File: src/rtl/matrix_load_ctrl.sv
// Matrix operand loader / result reader between the HPS word stream and the compute core.
// Operands arrive row-major, four int8 elements per 32-bit word, MSB first, and are
// packed into a fixed 5x5 layout. The core result is streamed back the same way.
module matrix_load_ctrl (
   input  logic         clk,
   input  logic         reset,
   input  logic         cmd_valid,
   input  logic [1:0]   cmd_size,
   output logic         cmd_ready,
   input  logic         wr_valid,
   input  logic [31:0]  wr_data,
   output logic         wr_ready,
   output logic [199:0] matrix1_out,
   output logic [199:0] matrix2_out,
   output logic         core_start,
   input  logic         core_done,
   input  logic [199:0] result_in,
   output logic         rd_valid,
   output logic [31:0]  rd_data,
   input  logic         rd_ready,
   output logic         busy
);

   localparam int unsigned MAT_W  = 200;
   localparam int unsigned WORD_W = 32;
   localparam int unsigned ELEM_W = 8;
   localparam int unsigned DIM    = 5;
   localparam int unsigned CNT_W  = 3;
   localparam int unsigned N_W    = 3;

   typedef enum logic [2:0] {
      IDLE   = 3'd0,
      LOAD_A = 3'd1,
      LOAD_B = 3'd2,
      START  = 3'd3,
      WAIT   = 3'd4,
      READ   = 3'd5
   } state_e;

   state_e              state_q, state_d;
   logic [1:0]          size_q, size_d;
   logic [CNT_W-1:0]    cnt_q, cnt_d;
   logic [MAT_W-1:0]    mat_a_q, mat_a_d;
   logic [MAT_W-1:0]    mat_b_q, mat_b_d;
   logic [MAT_W-1:0]    res_q, res_d;
   logic [N_W-1:0]      n_dim;
   logic [CNT_W-1:0]    last_word;
   logic [WORD_W-1:0]   rd_data_d;

   logic                cmd_ready_q, wr_ready_q, busy_q, core_start_q, rd_valid_q;
   logic [WORD_W-1:0]   rd_data_q;

   // Pull stream word k out of a packed NxN matrix; bytes past N*N read as zero.
   function automatic logic [WORD_W-1:0] get_word(input logic [MAT_W-1:0] m,
                                                   input logic [CNT_W-1:0] k,
                                                   input logic [N_W-1:0]   n);
      logic [WORD_W-1:0] w;
      logic [4:0]        idx;
      int                pos;
      int                sel;
      w = '0;
      for (int r = 0; r < int'(DIM); r++) begin
         for (int c = 0; c < int'(DIM); c++) begin
            idx = 5'(r) * 5'(n) + 5'(c);
            pos = int'(MAT_W) - 1 - int'(ELEM_W) * (int'(DIM) * r + c);
            sel = int'(WORD_W) - 1 - int'(ELEM_W) * int'(idx[1:0]);
            if ((N_W'(r) < n) && (N_W'(c) < n) && (idx[4:2] == k))
               w[sel -: ELEM_W] = m[pos -: ELEM_W];
         end
      end
      return w;
   endfunction

   // Merge stream word k into a packed NxN matrix; bytes past N*N are dropped.
   function automatic logic [MAT_W-1:0] put_word(input logic [MAT_W-1:0]  m,
                                                  input logic [CNT_W-1:0]  k,
                                                  input logic [N_W-1:0]    n,
                                                  input logic [WORD_W-1:0] d);
      logic [MAT_W-1:0] o;
      logic [4:0]       idx;
      int               pos;
      int               sel;
      o = m;
      for (int r = 0; r < int'(DIM); r++) begin
         for (int c = 0; c < int'(DIM); c++) begin
            idx = 5'(r) * 5'(n) + 5'(c);
            pos = int'(MAT_W) - 1 - int'(ELEM_W) * (int'(DIM) * r + c);
            sel = int'(WORD_W) - 1 - int'(ELEM_W) * int'(idx[1:0]);
            if ((N_W'(r) < n) && (N_W'(c) < n) && (idx[4:2] == k))
               o[pos -: ELEM_W] = d[sel -: ELEM_W];
         end
      end
      return o;
   endfunction

   // Matrix order and index of the last stream word for the latched size.
   always_comb begin
      n_dim = N_W'(size_q) + N_W'(2);
      case (size_q)
         2'd0:    last_word = CNT_W'(0);
         2'd1:    last_word = CNT_W'(2);
         2'd2:    last_word = CNT_W'(3);
         default: last_word = CNT_W'(6);
      endcase
   end

   // Next-state and datapath updates for the load / compute / read sequence.
   always_comb begin
      state_d = state_q;
      size_d  = size_q;
      cnt_d   = cnt_q;
      mat_a_d = mat_a_q;
      mat_b_d = mat_b_q;
      res_d   = res_q;
      case (state_q)
         IDLE: begin
            if (cmd_valid) begin
               size_d  = cmd_size;
               mat_a_d = '0;
               mat_b_d = '0;
               cnt_d   = '0;
               state_d = LOAD_A;
            end
         end
         LOAD_A: begin
            if (wr_valid) begin
               mat_a_d = put_word(mat_a_q, cnt_q, n_dim, wr_data);
               if (cnt_q == last_word) begin
                  cnt_d   = '0;
                  state_d = LOAD_B;
               end else begin
                  cnt_d = cnt_q + CNT_W'(1);
               end
            end
         end
         LOAD_B: begin
            if (wr_valid) begin
               mat_b_d = put_word(mat_b_q, cnt_q, n_dim, wr_data);
               if (cnt_q == last_word) begin
                  cnt_d   = '0;
                  state_d = START;
               end else begin
                  cnt_d = cnt_q + CNT_W'(1);
               end
            end
         end
         START: begin
            state_d = WAIT;
         end
         WAIT: begin
            if (core_done) begin
               res_d   = result_in;
               cnt_d   = '0;
               state_d = READ;
            end
         end
         READ: begin
            if (rd_ready) begin
               if (cnt_q == last_word) begin
                  cnt_d   = '0;
                  state_d = IDLE;
               end else begin
                  cnt_d = cnt_q + CNT_W'(1);
               end
            end
         end
         default: begin
            state_d = IDLE;
         end
      endcase
      rd_data_d = (state_d == READ) ? get_word(res_d, cnt_d, n_dim) : '0;
   end

   // State, datapath and output registers; outputs follow the next state.
   always_ff @(posedge clk) begin
      if (reset) begin
         state_q      <= IDLE;
         size_q       <= '0;
         cnt_q        <= '0;
         mat_a_q      <= '0;
         mat_b_q      <= '0;
         res_q        <= '0;
         cmd_ready_q  <= 1'b1;
         wr_ready_q   <= 1'b0;
         busy_q       <= 1'b0;
         core_start_q <= 1'b0;
         rd_valid_q   <= 1'b0;
         rd_data_q    <= '0;
      end else begin
         state_q      <= state_d;
         size_q       <= size_d;
         cnt_q        <= cnt_d;
         mat_a_q      <= mat_a_d;
         mat_b_q      <= mat_b_d;
         res_q        <= res_d;
         cmd_ready_q  <= (state_d == IDLE);
         wr_ready_q   <= (state_d == LOAD_A) || (state_d == LOAD_B);
         busy_q       <= (state_d != IDLE);
         core_start_q <= (state_d == START);
         rd_valid_q   <= (state_d == READ);
         rd_data_q    <= rd_data_d;
      end
   end

   assign cmd_ready   = cmd_ready_q;
   assign wr_ready    = wr_ready_q;
   assign busy        = busy_q;
   assign core_start  = core_start_q;
   assign rd_valid    = rd_valid_q;
   assign rd_data     = rd_data_q;
   assign matrix1_out = mat_a_q;
   assign matrix2_out = mat_b_q;

endmodule

File: config.mk
export PLATFORM = sky130hd
export DESIGN_NAME = matrix_load_ctrl
export DESIGN_NICKNAME = d
export VERILOG_FILES = /design/src/rtl/matrix_load_ctrl.sv
export SDC_FILE = /design/constraint.sdc
export NUM_CORES = 1
export LEC_CHECK = 0
export ABC_AREA = 1
export BUFFER_PORTS_ARGS = -buffer_cell sky130_fd_sc_hd__clkbuf_2
export CORE_AREA = 2 2 370 262
export CTS_CLUSTER_DIAMETER = 200
export DETAILED_ROUTE_END_ITERATION = 7
export DIE_AREA = 0 0 372 264
export HOLD_SLACK_MARGIN = 0.06
export PLACE_DENSITY_LB_ADDON = 0.2
export SLEW_MARGIN = 0
export SYNTH_ARGS = -nofsm -noshare
export SYNTH_HDL_FRONTEND = slang
export SYNTH_SLANG_ARGS = --single-unit
File: constraint.sdc
create_clock -name clk -period 9.2 [get_ports clk]
set_input_delay 0.92 -clock clk [delete_from_list [all_inputs] [get_ports clk]]
set_output_delay 0.92 -clock clk [all_outputs]
set_load 0.01 [all_outputs]
==> results.cfg <==
[detailed_routing]
dr.pass1.iters = 6
drc = 0
vias_per_cell = 5.18
ant_nets = 0
wirelength_microns = 153000
initialDrtViolationCount = 4221
vias = 35000
wl_per_cell_microns = 22.6

[critical_path]
crit_top_cell = nand2_1
crit_buf_inv = 2
path_cells = buf_4, ha_1, xnor2_1, nand3_2, nand3_2, nand2_4, nor2_2, nand3_1, nand2_1, nand2_1, inv_1, o31ai_1, nand3_1, nand2_1, nand2_1, nand2_1, nand2_1, nand2_1, nand2_1, nand2_1, nand2_1, nand2_1, a21oi_1, nor2_1
critPathKind = reg -> reg
r2r_cells = 24
end_kind = register
cp_top_family = simple AND/OR/NAND/NOR gates
crit_cells = 24
path_max_fanout = 49
start_kind = register
slowest_delay_ps = 690
worstPathRequired_ps = 9740
cp.arrival_ps = 6700
slowest_stage = ha_1

[clock_network]
clockBufferDepth = 3
cts_tree = built
clk_latency_ps = 670
clock-sinks = 645
cts-resized-gates = 0
numCtsBuffers = 70
cts_root_buf = clkbuf_16
post_cts_buffers = 0
holdBufCountCts = 0
htreeDepth = 3
path_clk_slew_ps = 60

[placed_design]
placed_cells = 6636
dpl_cell_area_sq_um = 37000
dp_slack_ps = 3220
hpwl_microns = 117000
port_buffers = 676
finalWeightedCongestion = 0.974

[synth]
synth_xor_area_share_pct = 0.472
ys_seq_elements = 645
yosysTopAreaCell = dfxtp_1
ys_seq_area_share_pct = 39.3
yosysUniqueCellTypes = 45
synth_edf_count = 0
muxShareOfSynthArea_pct = 3.01
syn-instance-count = 4950
postSynth.asyncResetShare_pct = 0
synthSimpleGateAreaFrac_pct = 28.7
syn-num-nets = 5202
yosys-top-cells-area = dfxtp_1 39%, nor2_1 10%, nand2_1 9.9%, o21ai_0 9.9%, inv_1 5.4%
yosys_warnings = 0
synthAdderAreaFrac_pct = 0.457
avgSynthCellArea_sq_um = 6.64
synthFlopType = dfxtp_1
yosysMostFrequentCell = nor2_1
synth_top_area_share_pct = 39.3
syn_area_sq_um = 32900
synth_compound_area_share_pct = 18.3
synth_top_family_by_area = simple AND/OR/NAND/NOR gates
yosys-top-cells-count = 902 x nor2_1, 870 x nand2_1, 651 x o21ai_0

[floorplanning]
dieArea_sq_um = 98200
die_w_microns = 372
coreArea_sq_um = 95000
fp-row-count = 95
io_pins = 677
start_util_pct = 34.6
die_h_microns = 264

[global_route]
antenna_found_initial = 6
grt_overflow_total = 0
grt_pass1_vias = 31800
track_usage_pct = 30.0
grt_max_degree = 160
grt_pass1_wl_microns = 218000

[timing]
drv_slew = 0
period_needed_ps = 6160
setup_viol = 0
rsz0062_at_grt = no
finClkSkew_ps = 35.3
setup_ws_ps = 3040
finalHoldViolations = 0
timing.setup.tns_ps = 0
fmax_mhz = 162
relSlewSlack_pct = 19.2
finalCritPeriodShare_pct = 66.9
tightestPinTransition_ps = 1200

[finish]
drive_gt1_share_pct = 19.5
layout.nets = 5699
finalNonFillerCells = 6760
fin_area_sq_um = 39200
area_growth_pct = 19.4
fill_cells = 10200

[run]
cap_violations = 0

[power_and_ir_drop]
power_mw = 8.16
switching_power_mw = 2.97
sequentialPowerShare_pct = 39.5
peakVddDrop_uv = 128
p_int_mw = 5.18
p_comb_share_pct = 25.9
power_density_nw_per_um2 = 208
clkPwrFrac_pct = 34.6
p_leak_nw = 18.1
switching_share_pct = 36.4

[outcome]
status = finished, final reports clean

[worst_hold_path]
hold_class = reg -> reg
hold_depth = 2
-- cells by family (layout without fill, tap and decap cells) --
kind of cell,Yosys count,in the layout
AO/OA/AOI/OAI,1104,1104
XOR/XNOR,16,16
adder cells (fa/ha/maj),12,12
buffers and inverters,830,1375
flip-flops,645,645
multiplexers,99,99
other,0,4
AND/OR/NAND/NOR,2244,2244
-- routing by layer --
layer / up-vias / track usage [%] / wire [microns]
li1: 16900 / - / -
met1: 16300 / 45.0 / 72800
met2: 1580 / 39.7 / 58800
met3: 238 / 9.43 / 16500
met4: 6 / 9.20 / 4620
met5: - / 0.838 / 129
-- registers in the layout (all words and copies together) (netlist names) --
signal	count
size_q	2
res_q	200
cmd_ready	1
matrix2_out	200
state_q	3
matrix1_out	200
core_start	1
busy	1
cnt_q	3
rd_data	32
wr_ready	1
rd_valid	1
-- worst paths after layout --
check                                 from                       endpoint  slack (ps)
min          matrix2_out[163]$_SDFFE_PP0P_  matrix2_out[163]$_SDFFE_PP0P_         460
max                 size_q[0]$_SDFFE_PP0P_         rd_data[13]$_SDFF_PP0_        3040
max reg2reg         size_q[0]$_SDFFE_PP0P_         rd_data[13]$_SDFF_PP0_        3040
min reg2reg  matrix2_out[163]$_SDFFE_PP0P_  matrix2_out[163]$_SDFFE_PP0P_         460
-- cell usage in the layout (no fill, tap or decap), types with 24 or more instances in the layout --
master and instances:
o31ai_1 26, a21oi_1 264, o21bai_1 24, nand3_1 173, mux2i_1 99, nor3_1 57
dfxtp_1 643, nor2_1 900, nand2_1 869, or2_2 142, nand4_1 24, clkbuf_2 675
o21ai_0 651, o21ai_1 53, inv_1 472, o211a_1 49, buf_4 40, inv_2 53
clkbuf_16 70
-- cell type report --
cell class	count	area (sq um)	share of cell area [%]
clock inverter	24	258	0.657
timing repair buffer	718	3730	9.51
tap	1261	1580	4.02
inverter	537	2020	5.16
sequential	645	12900	32.9
antenna	4	10.0	0.0255
clock buffer	96	1950	4.97
multi-input combinational	3475	16800	42.7
-- worst register-to-register path, delay by kind of cell, from the launching register on --
family | cells | cell delay, ps
and+or+nand+nor | 18 | 3490
buffers and inverters | 2 | 780
adders and majority gates | 1 | 700
DFF | 1 | 650
AOI/OAI and AO/OA | 2 | 230
xor gates and xnor gates | 1 | 210
-- stage by stage --
| stage | hold WS (ps) | util (%) |
|---|---|---|
| floorplan | 448 | - |
| detailed placement | 455 | 39.0 |
| global placement | 452 | 39.0 |
| global route | 477 | 41.3 |
| finish | 464 | 41.3 |
| CTS | 463 | 41.3 |
-- power groups by stage --
stage | registers, mW | logic, mW | clock network (mW)
finish | 3.22 | 2.11 | 2.82
global route | 3.25 | 2.30 | 2.98
CTS | 3.21 | 2.08 | 2.87
detailed placement | 3.27 | 2.07 | 0
global placement | 3.27 | 2.07 | 0
floorplan | 3.36 | 1.05 | 0
No activity file was read; power rests on OpenSTA's default activity.
